### src/rtl/mmcm_reconf_sched_pkg.sv
// Shared types and helpers for the MMCM reconfiguration scheduler.
// Covers scheduler state encoding, rate codes and DRP select formatting.
package mmcm_reconf_sched_pkg;

   typedef enum logic [2:0] {
      IDLE,
      SETTLE,
      ISSUE,
      WAIT_ACK,
      WAIT_DONE,
      WAIT_LOCK,
      HOLD,
      FAULT
   } sched_state_t;

   localparam logic RATE_60 = 1'b0;
   localparam logic RATE_59 = 1'b1;

   function automatic logic [2:0] state_sel_of(input logic [1:0] res, input logic rate);
      return {res, rate};
   endfunction

endpackage

### src/rtl/mmcm_reconf_sched_sync2ff.sv
// Two-flop bit synchroniser with asynchronous active-low reset.
module mmcm_reconf_sched_sync2ff (
   input  logic i_clk,
   input  logic i_rst_n,
   input  logic i_d,
   output logic o_q
);

   logic r_meta;
   logic r_q;

   always_ff @(posedge i_clk or negedge i_rst_n) begin
      if (!i_rst_n) begin
         r_meta <= 1'b0;
         r_q    <= 1'b0;
      end else begin
         r_meta <= i_d;
         r_q    <= r_meta;
      end
   end

   assign o_q = r_q;

endmodule

### src/rtl/mmcm_reconf_sched.sv
// Sequences MMCM DRP reconfiguration for 60 Hz <-> 59.7 Hz switching, with
// request debounce, ack/lock timeouts, bounded retries and pipeline reset hold.
module mmcm_reconf_sched
   import mmcm_reconf_sched_pkg::*;
#(
   parameter int unsigned RES_SEL      = 2,
   parameter int unsigned SETTLE_CYC   = 1024,
   parameter int unsigned ACK_TIMEOUT  = 64,
   parameter int unsigned LOCK_TIMEOUT = 1048576,
   parameter int unsigned HOLD_CYC     = 256,
   parameter int unsigned MAX_RETRY    = 3
) (
   input  logic       i_clk,
   input  logic       i_rst_n,
   input  logic       i_framerate,
   input  logic       i_drp_busy,
   input  logic       i_mmcm_locked,
   output logic       o_do_switch,
   output logic [2:0] o_state_sel,
   output logic       o_pipe_rst,
   output logic       o_sched_busy,
   output logic       o_applied_rate,
   output logic       o_fault
);

   localparam int unsigned W_SET = $clog2(SETTLE_CYC) + 1;
   localparam int unsigned W_ACK = $clog2(ACK_TIMEOUT) + 1;
   localparam int unsigned W_LCK = $clog2(LOCK_TIMEOUT) + 1;
   localparam int unsigned W_HLD = $clog2(HOLD_CYC) + 1;
   localparam int unsigned W_A   = (W_SET > W_ACK) ? W_SET : W_ACK;
   localparam int unsigned W_B   = (W_LCK > W_HLD) ? W_LCK : W_HLD;
   localparam int unsigned TW    = (W_A > W_B) ? W_A : W_B;
   localparam int unsigned RW    = $clog2(MAX_RETRY) + 1;

   localparam logic [1:0]    RES       = 2'(RES_SEL);
   localparam logic [TW-1:0] SET_LAST  = TW'(SETTLE_CYC - 1);
   localparam logic [TW-1:0] ACK_LAST  = TW'(ACK_TIMEOUT - 1);
   localparam logic [TW-1:0] LCK_LAST  = TW'(LOCK_TIMEOUT - 1);
   localparam logic [TW-1:0] HLD_LAST  = TW'(HOLD_CYC - 1);
   localparam logic [RW-1:0] RETRY_MAX = RW'(MAX_RETRY);

   sched_state_t  r_state, w_state_d;
   logic [TW-1:0] r_tmr, w_tmr_d, w_tmr_inc;
   logic [RW-1:0] r_retry, w_retry_d;
   logic          r_target, w_target_d;
   logic          r_applied, w_applied_d;
   logic [2:0]    r_sel, w_sel_d;
   logic          w_retry_go;
   logic          w_req_s;
   logic          w_lock_s;

   mmcm_reconf_sched_sync2ff u_sync_req (
      .i_clk   (i_clk),
      .i_rst_n (i_rst_n),
      .i_d     (i_framerate),
      .o_q     (w_req_s)
   );

   mmcm_reconf_sched_sync2ff u_sync_lock (
      .i_clk   (i_clk),
      .i_rst_n (i_rst_n),
      .i_d     (i_mmcm_locked),
      .o_q     (w_lock_s)
   );

   assign w_tmr_inc = (r_tmr == '1) ? r_tmr : r_tmr + 1'b1;

   always_comb begin
      w_state_d   = r_state;
      w_tmr_d     = r_tmr;
      w_retry_d   = r_retry;
      w_target_d  = r_target;
      w_applied_d = r_applied;
      w_retry_go  = 1'b0;
      case (r_state)
         IDLE: begin
            if (!w_lock_s) begin
               w_state_d = HOLD;
               w_tmr_d   = '0;
            end else if (w_req_s != r_applied) begin
               w_state_d = SETTLE;
               w_tmr_d   = '0;
               w_retry_d = '0;
            end
         end
         SETTLE: begin
            // A 1-bit request that toggles inside SETTLE can only fall back onto appliedRate.
            if (w_req_s == r_applied) begin
               w_state_d = IDLE;
            end else if (r_tmr >= SET_LAST) begin
               if (!i_drp_busy) begin
                  w_target_d = w_req_s ? RATE_59 : RATE_60;
                  w_state_d  = ISSUE;
                  w_tmr_d    = '0;
               end
            end else begin
               w_tmr_d = w_tmr_inc;
            end
         end
         ISSUE: begin
            w_state_d = WAIT_ACK;
            w_tmr_d   = w_tmr_inc;
         end
         WAIT_ACK: begin
            if (i_drp_busy) begin
               w_state_d = WAIT_DONE;
            end else if (r_tmr >= ACK_LAST) begin
               w_retry_go = 1'b1;
            end else begin
               w_tmr_d = w_tmr_inc;
            end
         end
         WAIT_DONE: begin
            if (!i_drp_busy) begin
               w_state_d = WAIT_LOCK;
               w_tmr_d   = '0;
            end
         end
         WAIT_LOCK: begin
            if (w_lock_s) begin
               w_state_d = HOLD;
               w_tmr_d   = '0;
            end else if (r_tmr >= LCK_LAST) begin
               w_retry_go = 1'b1;
            end else begin
               w_tmr_d = w_tmr_inc;
            end
         end
         HOLD: begin
            if (!w_lock_s) begin
               w_tmr_d = '0;
            end else if (r_tmr >= HLD_LAST) begin
               w_applied_d = r_target;
               w_state_d   = IDLE;
            end else begin
               w_tmr_d = w_tmr_inc;
            end
         end
         FAULT: begin
            w_state_d = FAULT;
         end
      endcase

      if (w_retry_go) begin
         if (r_retry < RETRY_MAX) begin
            w_retry_d = r_retry + 1'b1;
            w_state_d = ISSUE;
            w_tmr_d   = '0;
         end else begin
            w_state_d = FAULT;
         end
      end

      w_sel_d = (w_state_d == ISSUE) ? state_sel_of(RES, w_target_d) : r_sel;
   end

   always_ff @(posedge i_clk or negedge i_rst_n) begin
      if (!i_rst_n) begin
         r_state   <= HOLD;
         r_tmr     <= '0;
         r_retry   <= '0;
         r_target  <= RATE_60;
         r_applied <= RATE_60;
         r_sel     <= state_sel_of(RES, RATE_60);
      end else begin
         r_state   <= w_state_d;
         r_tmr     <= w_tmr_d;
         r_retry   <= w_retry_d;
         r_target  <= w_target_d;
         r_applied <= w_applied_d;
         r_sel     <= w_sel_d;
      end
   end

   assign o_do_switch    = (r_state == ISSUE);
   assign o_state_sel    = r_sel;
   assign o_pipe_rst     = !(r_state == IDLE || r_state == SETTLE || r_state == FAULT);
   assign o_sched_busy   = !(r_state == IDLE || r_state == FAULT);
   assign o_applied_rate = r_applied;
   assign o_fault        = (r_state == FAULT);

endmodule

### config.mk
export PLATFORM = sky130hd
export DESIGN_NAME = mmcm_reconf_sched
export DESIGN_NICKNAME = d
export VERILOG_FILES = /design/src/rtl/mmcm_reconf_sched_pkg.sv /design/src/rtl/mmcm_reconf_sched_sync2ff.sv /design/src/rtl/mmcm_reconf_sched.sv
export SDC_FILE = /design/constraint.sdc
export NUM_CORES = 1
export LEC_CHECK = 0
export ABC_AREA = 1
export ABC_CLOCK_PERIOD_IN_PS = 2700
export BUFFER_PORTS_ARGS = -buffer_cell sky130_fd_sc_hd__buf_2
export CAP_MARGIN = 20
export CORE_ASPECT_RATIO = 1.75
export CORE_MARGIN = 2
export CORE_UTILIZATION = 25
export CTS_CLUSTER_DIAMETER = 150
export CTS_CLUSTER_SIZE = 25
export DETAILED_ROUTE_END_ITERATION = 6
export SETUP_SLACK_MARGIN = 0.15
export SYNTH_ARGS = -nofsm -noshare
export SYNTH_HDL_FRONTEND = slang
export SYNTH_SLANG_ARGS = --single-unit
### constraint.sdc
create_clock -name i_clk -period 2.7 [get_ports i_clk]
set_input_delay 0.135 -clock i_clk [delete_from_list [all_inputs] [get_ports i_clk]]
set_output_delay 0.135 -clock i_clk [all_outputs]
set_load 0.01 [all_outputs]
# Word level (Yosys, flattened, before mapping)
# Index checks and enable logic that the tools add are counted.
[totals] ramBits=0 input_bits=5 romBits=0 out_inout_bits=8 latchBits=0 word_cells=78 ff_bits=34 memories=0
[classes] muxes=43 n_bitwise=0 n_lt_le_gt_ge=5 addsub=2 div=0 multipliers=0 n_eq_ne=11 n_reduce_logical=7 n_shift=0
[ops] cell="$mux W21" count=14
[ops] cell="$pmux W21 S7" count=1
[ops] cell="$mux W3" count=17
[ops] cell="$pmux W3 S8" count=1
[ops] cell="$add A21 B1 Y21 const B" count=1
[ops] cell="$eq A21 B21 Y1 const B" count=1
[ops] cell="$ge A21 B10 Y1 const B" count=1
[ops] cell="$ge A21 B20 Y1 const B" count=1
[ops] cell="$ge A21 B6 Y1 const B" count=1
[ops] cell="$ge A21 B8 Y1 const B" count=1
[ops] cell="$eq A3 B3 Y1 const B" count=4
[ops] cell="$eq A3 B2 Y1 const B" count=3
[ops] cell="$mux W1" count=9
[ops] cell="$add A3 B1 Y3 const B" count=1
[ops] cell="$eq A3 B1 Y1 const B" count=1
[ops] cell="$logic_not A3 Y1" count=1
[ops] cell="$logic_or A1 B1 Y1" count=3
[ops] cell="$lt A3 B2 Y1 const B" count=1
[ops] cell="$reduce_and A3 Y1" count=1
[ops] cell="$logic_not A1 Y1" count=2
[ops] cell="$pmux W1 S2" count=1
[ops] cell="$eq A1 B1 Y1" count=1
[ops] cell="$ne A1 B1 Y1" count=1

# Longest topological paths before layout
[depth] depth_word=7 mapped_depth=16

# Modules after synthesis
# Synthesis repeated with hierarchy kept, for this count alone.
[unflattened] cells_unflattened=536 area_unflattened_um2=3286.9
[modules_own_cells] mod="mmcm_reconf_sched" cells_each=532 seq_area_each_um2=753.2 instances=1 area_each_um2=3186.8
[modules_own_cells] mod="mmcm_reconf_sched_sync2ff" cells_each=2 seq_area_each_um2=50.0 instances=2 area_each_um2=50.0

# Worst setup path after synthesis
# OpenSTA, ideal clock, no wires.
[synth_timing] path_type="reg-to-reg" start="reg r_tmr[1]" end="reg r_sel[0], in the netlist o_state_sel[0]" setup_ns=0.117 arrival_time_ns=1.726 required_ns=2.583 stages_incl_launch_ff=16 path_slack_ns=0.857 cell_sequence="dfrtp_1 ha_1 nand2_2 nor2_4 nand2_4 nor2_2 nor2_2 nand2_4 buf_8 nand2_2 nand2_1 nand3_1 nand2_1 nand3_1 nand2_1 nand2_1"
[synth_between] elab_chain_cells=6
[synth_lines] element="start: declaration" line_no="mmcm_reconf_sched.sv:43" rtl="logic [TW-1:0] r_tmr, w_tmr_d, w_tmr_inc;"
[synth_lines] element="start signal: assignment" line_no="mmcm_reconf_sched.sv:167" rtl="r_tmr <= w_tmr_d;"
[synth_lines] element="$ge A21 B8 Y1, or another cell as far along" line_no="mmcm_reconf_sched.sv:132" rtl="end else if (r_tmr >= HLD_LAST) begin"
[synth_lines] element="$mux W3, or another cell as far along" line_no="mmcm_reconf_sched.sv:132"
[synth_lines] element="$mux W3, or another cell as far along" line_no="mmcm_reconf_sched.sv:130" rtl="if (!w_lock_s) begin"
[synth_lines] element="$pmux W3 S8 or $pmux W1 S2 (tied branches)" line_no="mmcm_reconf_sched.sv:75" rtl="case (r_state)"
[synth_lines] element="$mux W3" line_no="mmcm_reconf_sched.sv:144" rtl="if (w_retry_go) begin"
[synth_lines] element="$eq A3 B2 Y1" line_no="mmcm_reconf_sched.sv:154" rtl="w_sel_d = (w_state_d == ISSUE) ? state_sel_of(RES, w_target_d) : r_sel;"
[synth_lines] element="end signal: assignment" line_no="mmcm_reconf_sched.sv:164" rtl="r_sel <= state_sel_of(RES, RATE_60);"
[synth_lines] element="end signal: assignment" line_no="mmcm_reconf_sched.sv:171" rtl="r_sel <= w_sel_d;"
[synth_lines] element="end: declaration" line_no="mmcm_reconf_sched.sv:47" rtl="logic [2:0] r_sel, w_sel_d;"
# Several ways; a longest one is shown, not always the timed one.
# A chain may end at the register's enable or synchronous reset.

# Worst setup path after layout
[layout_timing] start="reg r_tmr[9]" end="reg r_retry[2]"
[layout_between] elab_chain_cells=5
[layout_lines] element="$ge A21 B20 Y1 or $ge A21 B6 Y1 (tied branches)" line_no="mmcm_reconf_sched.sv:123, mmcm_reconf_sched.sv:107"
[layout_lines] element="$mux W1, on equally long branches" line_no="mmcm_reconf_sched.sv:123, mmcm_reconf_sched.sv:107"
[layout_lines] element="$mux W1, on equally long branches" line_no="mmcm_reconf_sched.sv:120, mmcm_reconf_sched.sv:105"
[layout_lines] element="$pmux W1 S2 *" line_no="mmcm_reconf_sched.sv:75"
[layout_lines] element="$mux W3 *" line_no="mmcm_reconf_sched.sv:144"
[layout_lines] element="net w_retry_d[2]" line_no="mmcm_reconf_sched.sv:44" rtl="logic [RW-1:0] r_retry, w_retry_d;"
[layout_lines] element="end signal: assignment" line_no="mmcm_reconf_sched.sv:168" rtl="r_retry <= w_retry_d;"
[layout_lines] element="end: declaration" line_no="mmcm_reconf_sched.sv:44"
# Mark *: on every way through the listed nets, which the timed path passes. The rest lies on a longest branch.

==> summary.md <==
| Metric | Value |
|---|---|
| PwrDens | 348.0 nW/um^2 |
| Post-route ant nets | 0 |
| Buffer depth of the longest clock path | 2 |
| Layout cells sized above 1 | between 10% and 20% |
| Clk_lat worst skew | between 0.2 and 0.3 ns |
| Clock transition at the registers of the reported paths | 0.06 ns |
| # IOs | 13 |
| Synth warn | 0 |
| Sink Count | 34 |
| Core Footprint | 12800 sq um |
| DRT iter0 DRCs | 162 |
| 1st-pass router iterations | 5 |
| CTS H-Tree Depth | 2 |
| Final Hold Vio Count | 0 |
| Area grow syn2layout | 10.56% |
| Slew HR | 45.33% |
| Data required, critical path | 2.93 ns |
| Largest net degree at the start of global routing | 35 |
| Worst setup SP type | flop |
| Port bufs | 10 |
| Critical path peak fanout | 18 |
| Routed len/inst | ~15 um |
| Initial antenna violation count | 0 |
| Synth top area share | 24.66% |
| Tcrit/Tclk final | about four fifths |
| Highest attainable clock frequency | 454.1 MHz |
| Die area | 13950 sq um |
| VDD IR max | 0.0002026 V |
| Tmin final | 2.202 ns |
| Post-Syn Area | 3247 sq um |
| Max-Cap Viols | 0 |
| Initial Util | 25.37% |
| Nets | roughly 530 |
| Commonest non-fill, non-tap cells in the layout | 166 x nand2_1, 62 x inv_1, 46 x nor2_1 |
| Mean Syn Cell Area | ~6.2 sq um |
| Final GP Congestion | 0.9468 |
| RSZ-0062 raised after global routing | no |
| Die height | 154.8 um |
| Synth cell types | 43 |
| First-pass GRT wire length | 16710 um |
| TNS Setup | 0 ns |
| Largest cells by area after synthesis | dfrtp_1 25%, nand2_1 19%, inv_1 7.2% |
| Clock buffer count from CTS | 5 |
| Worst EP arrival | 2.43 ns |
| Worst Setup Path Type | reg2reg |
| Rows | 55 |
| Synthesized Nets | 527 |
| Area leader, netlist | dfrtp_1 |
| Detail Placement HPWL | between 7000 and 8000 um |
| Via density | 4.755 |
| ANT cells | 0 |
| Inst Count DP | 682 |
| Worst Max-Slew Pin Slew | 0.8201 ns |
| DRT Wirelength | 10220 um |
| Flops & latches, synth | 34 |
| Vias | between 3k and 4k |
| Worst hold path type | reg2reg |
| Worst Skew | 0.006366 ns |
| Leakage power total | 1.915 nW |
| Die X | 90.15 um |
| DRC Markers | 0 |
| Most common cell after layout, fill and taps aside | nand2_1 |
| Final setup viols | 0 |
| Crit end category | flop |
| Vias in the first global route | 3370 |
| Root Buffer | clkbuf_16 |
| Slew Viols, Final | 0 |
| All-Layer GR Usage | 15.28% |
| Sequential area share after synthesis | 26.28% |
| Status | finished clean |
| Total grt overflow | 0 |
| Post-Syn Instances | 520 |
| TritonCTS clock tree | built |
| Layout Cells excl Fill | a little under 700 |
flip-flops by register name, summed over array words and instances, names as in the netlist:
name,count
u_sync_req.r_meta,1
r_retry,3
u_sync_lock.o_q,1
o_applied_rate,1
r_target,1
r_state,3
o_state_sel,1
u_sync_req.o_q,1
u_sync_lock.r_meta,1
r_tmr,21
layer usage:
layer  track usage (%)  vias up  share of wire (%)  wire length, um
li1                  -     1639                  -                -
met1             14.41     1539                 35             3553
met2             30.33       83                 56             5711
met3             1.364       34                3.8              391
met4             10.62        0                5.5              566
met5                 0        -                  0                0
where the power goes:
part           leakage [nW]  internal, W  total (W)  switching, W
sequential            0.396     0.000513   0.000515    0.00000245
clock                0.0760     0.000436   0.000687      0.000252
combinational          1.44    0.0000120  0.0000468     0.0000348
worst max-delay path, stage by stage (launching register included):
cell	delay (ns)
dfrtp_1	0.58
nand4_1	0.27
nor2_1	0.27
nand3_2	0.14
nand3_2	0.10
nand2_2	0.08
nand2_2	0.10
nand2_4	0.15
inv_2	0.27
a22o_1	0.17
per-stage QoR:
| step | utilization [%] | hold WS, ns | cell area (sq um) | total power (W) | setup WS [ns] |
|---|---|---|---|---|---|
| after global placement | 26.48 | 0.2432 | 3390 | 0.0005681 | 0.5566 |
| after detailed placement | 26.48 | 0.2444 | 3390 | 0.0005683 | 0.5264 |
| after CTS | 28.04 | 0.3553 | 3590 | 0.001262 | 0.5306 |
| final | 28.04 | 0.3517 | 3590 | 0.001249 | 0.4977 |
| after global routing | 28.04 | 0.3679 | 3590 | 0.001288 | 0.3470 |
| after floorplan | - | -0.1606 | 3247 | 0.0005472 | 0.8565 |
kinds of logic (layout without fill, tap and decap cells):
logic type | after synthesis | in the layout | share of synthesized area (%)
XOR/XNOR | 13 | 13 | 3.507
adder cells (fa/ha/maj) | 2 | 2 | 0.7706
AND/OR/NAND/NOR | 306 | 306 | 44.05
buffers and inverters | 99 | 101 | 13.91
other | 2 | 2 | 0.2313
AO/OA/AOI/OAI | 64 | 64 | 11.25
flip-flops | 34 | 34 | 26.28
timing repair:
item	CTS	global route
hold buffers	3	0
endpoints found under the hold margin	34	0
setup endpoints to repair	0	0
setup buffers	0	0
resized for setup	0	0
synthesized netlist by cell type, drive strengths merged:
library cell,number
a22o,1
buf,23
nand4,14
a211oi,2
o211ai,2
conb,2
nand2,180
nor2,54
dfstp,2
clkbuf,4
o21ai,25
xor2,11
nor3,12
dfrtp,32
o2111ai,1
ha,2
inv,71
nand3,36
a21oi,22
a31oi,4
o31ai,1
a21boi,2
nor4,2
nand3b,8
o22ai,4
clkinv,1
xnor2,2
final cells by class:
cell class,count,area [sq um]
clock buffers,5,125.1
repair buffers,21,140.1
flip-flops and latches,34,853.3
well taps,171,214.0
fillers,1504,9210
inverters,72,270.3
multi-input cells,387,1942
clock inverters,3,45.04
path summary, 6_finish.rpt:
| kind | start | end | slack (ns) | cells after the start |
|---|---|---|---|---|
| max | r_tmr[9]$_DFF_PN0_ | r_retry[2]$_DFF_PN0_ | 0.50 | 9 |
| min | u_sync_lock.r_meta$_DFF_PN0_ | u_sync_lock.o_q$_DFF_PN0_ | 0.35 | 0 |
| max reg2reg | r_tmr[9]$_DFF_PN0_ | r_retry[2]$_DFF_PN0_ | 0.50 | 9 |
| min reg2reg | u_sync_lock.r_meta$_DFF_PN0_ | u_sync_lock.o_q$_DFF_PN0_ | 0.35 | 0 |
| max in group asynchronous | i_rst_n | u_sync_lock.o_q$_DFF_PN0_ | 1.69 | 2 |
| min in group asynchronous | i_rst_n | r_tmr[19]$_DFF_PN0_ | 0.48 | 2 |
(Power assumes the default switching activity.)
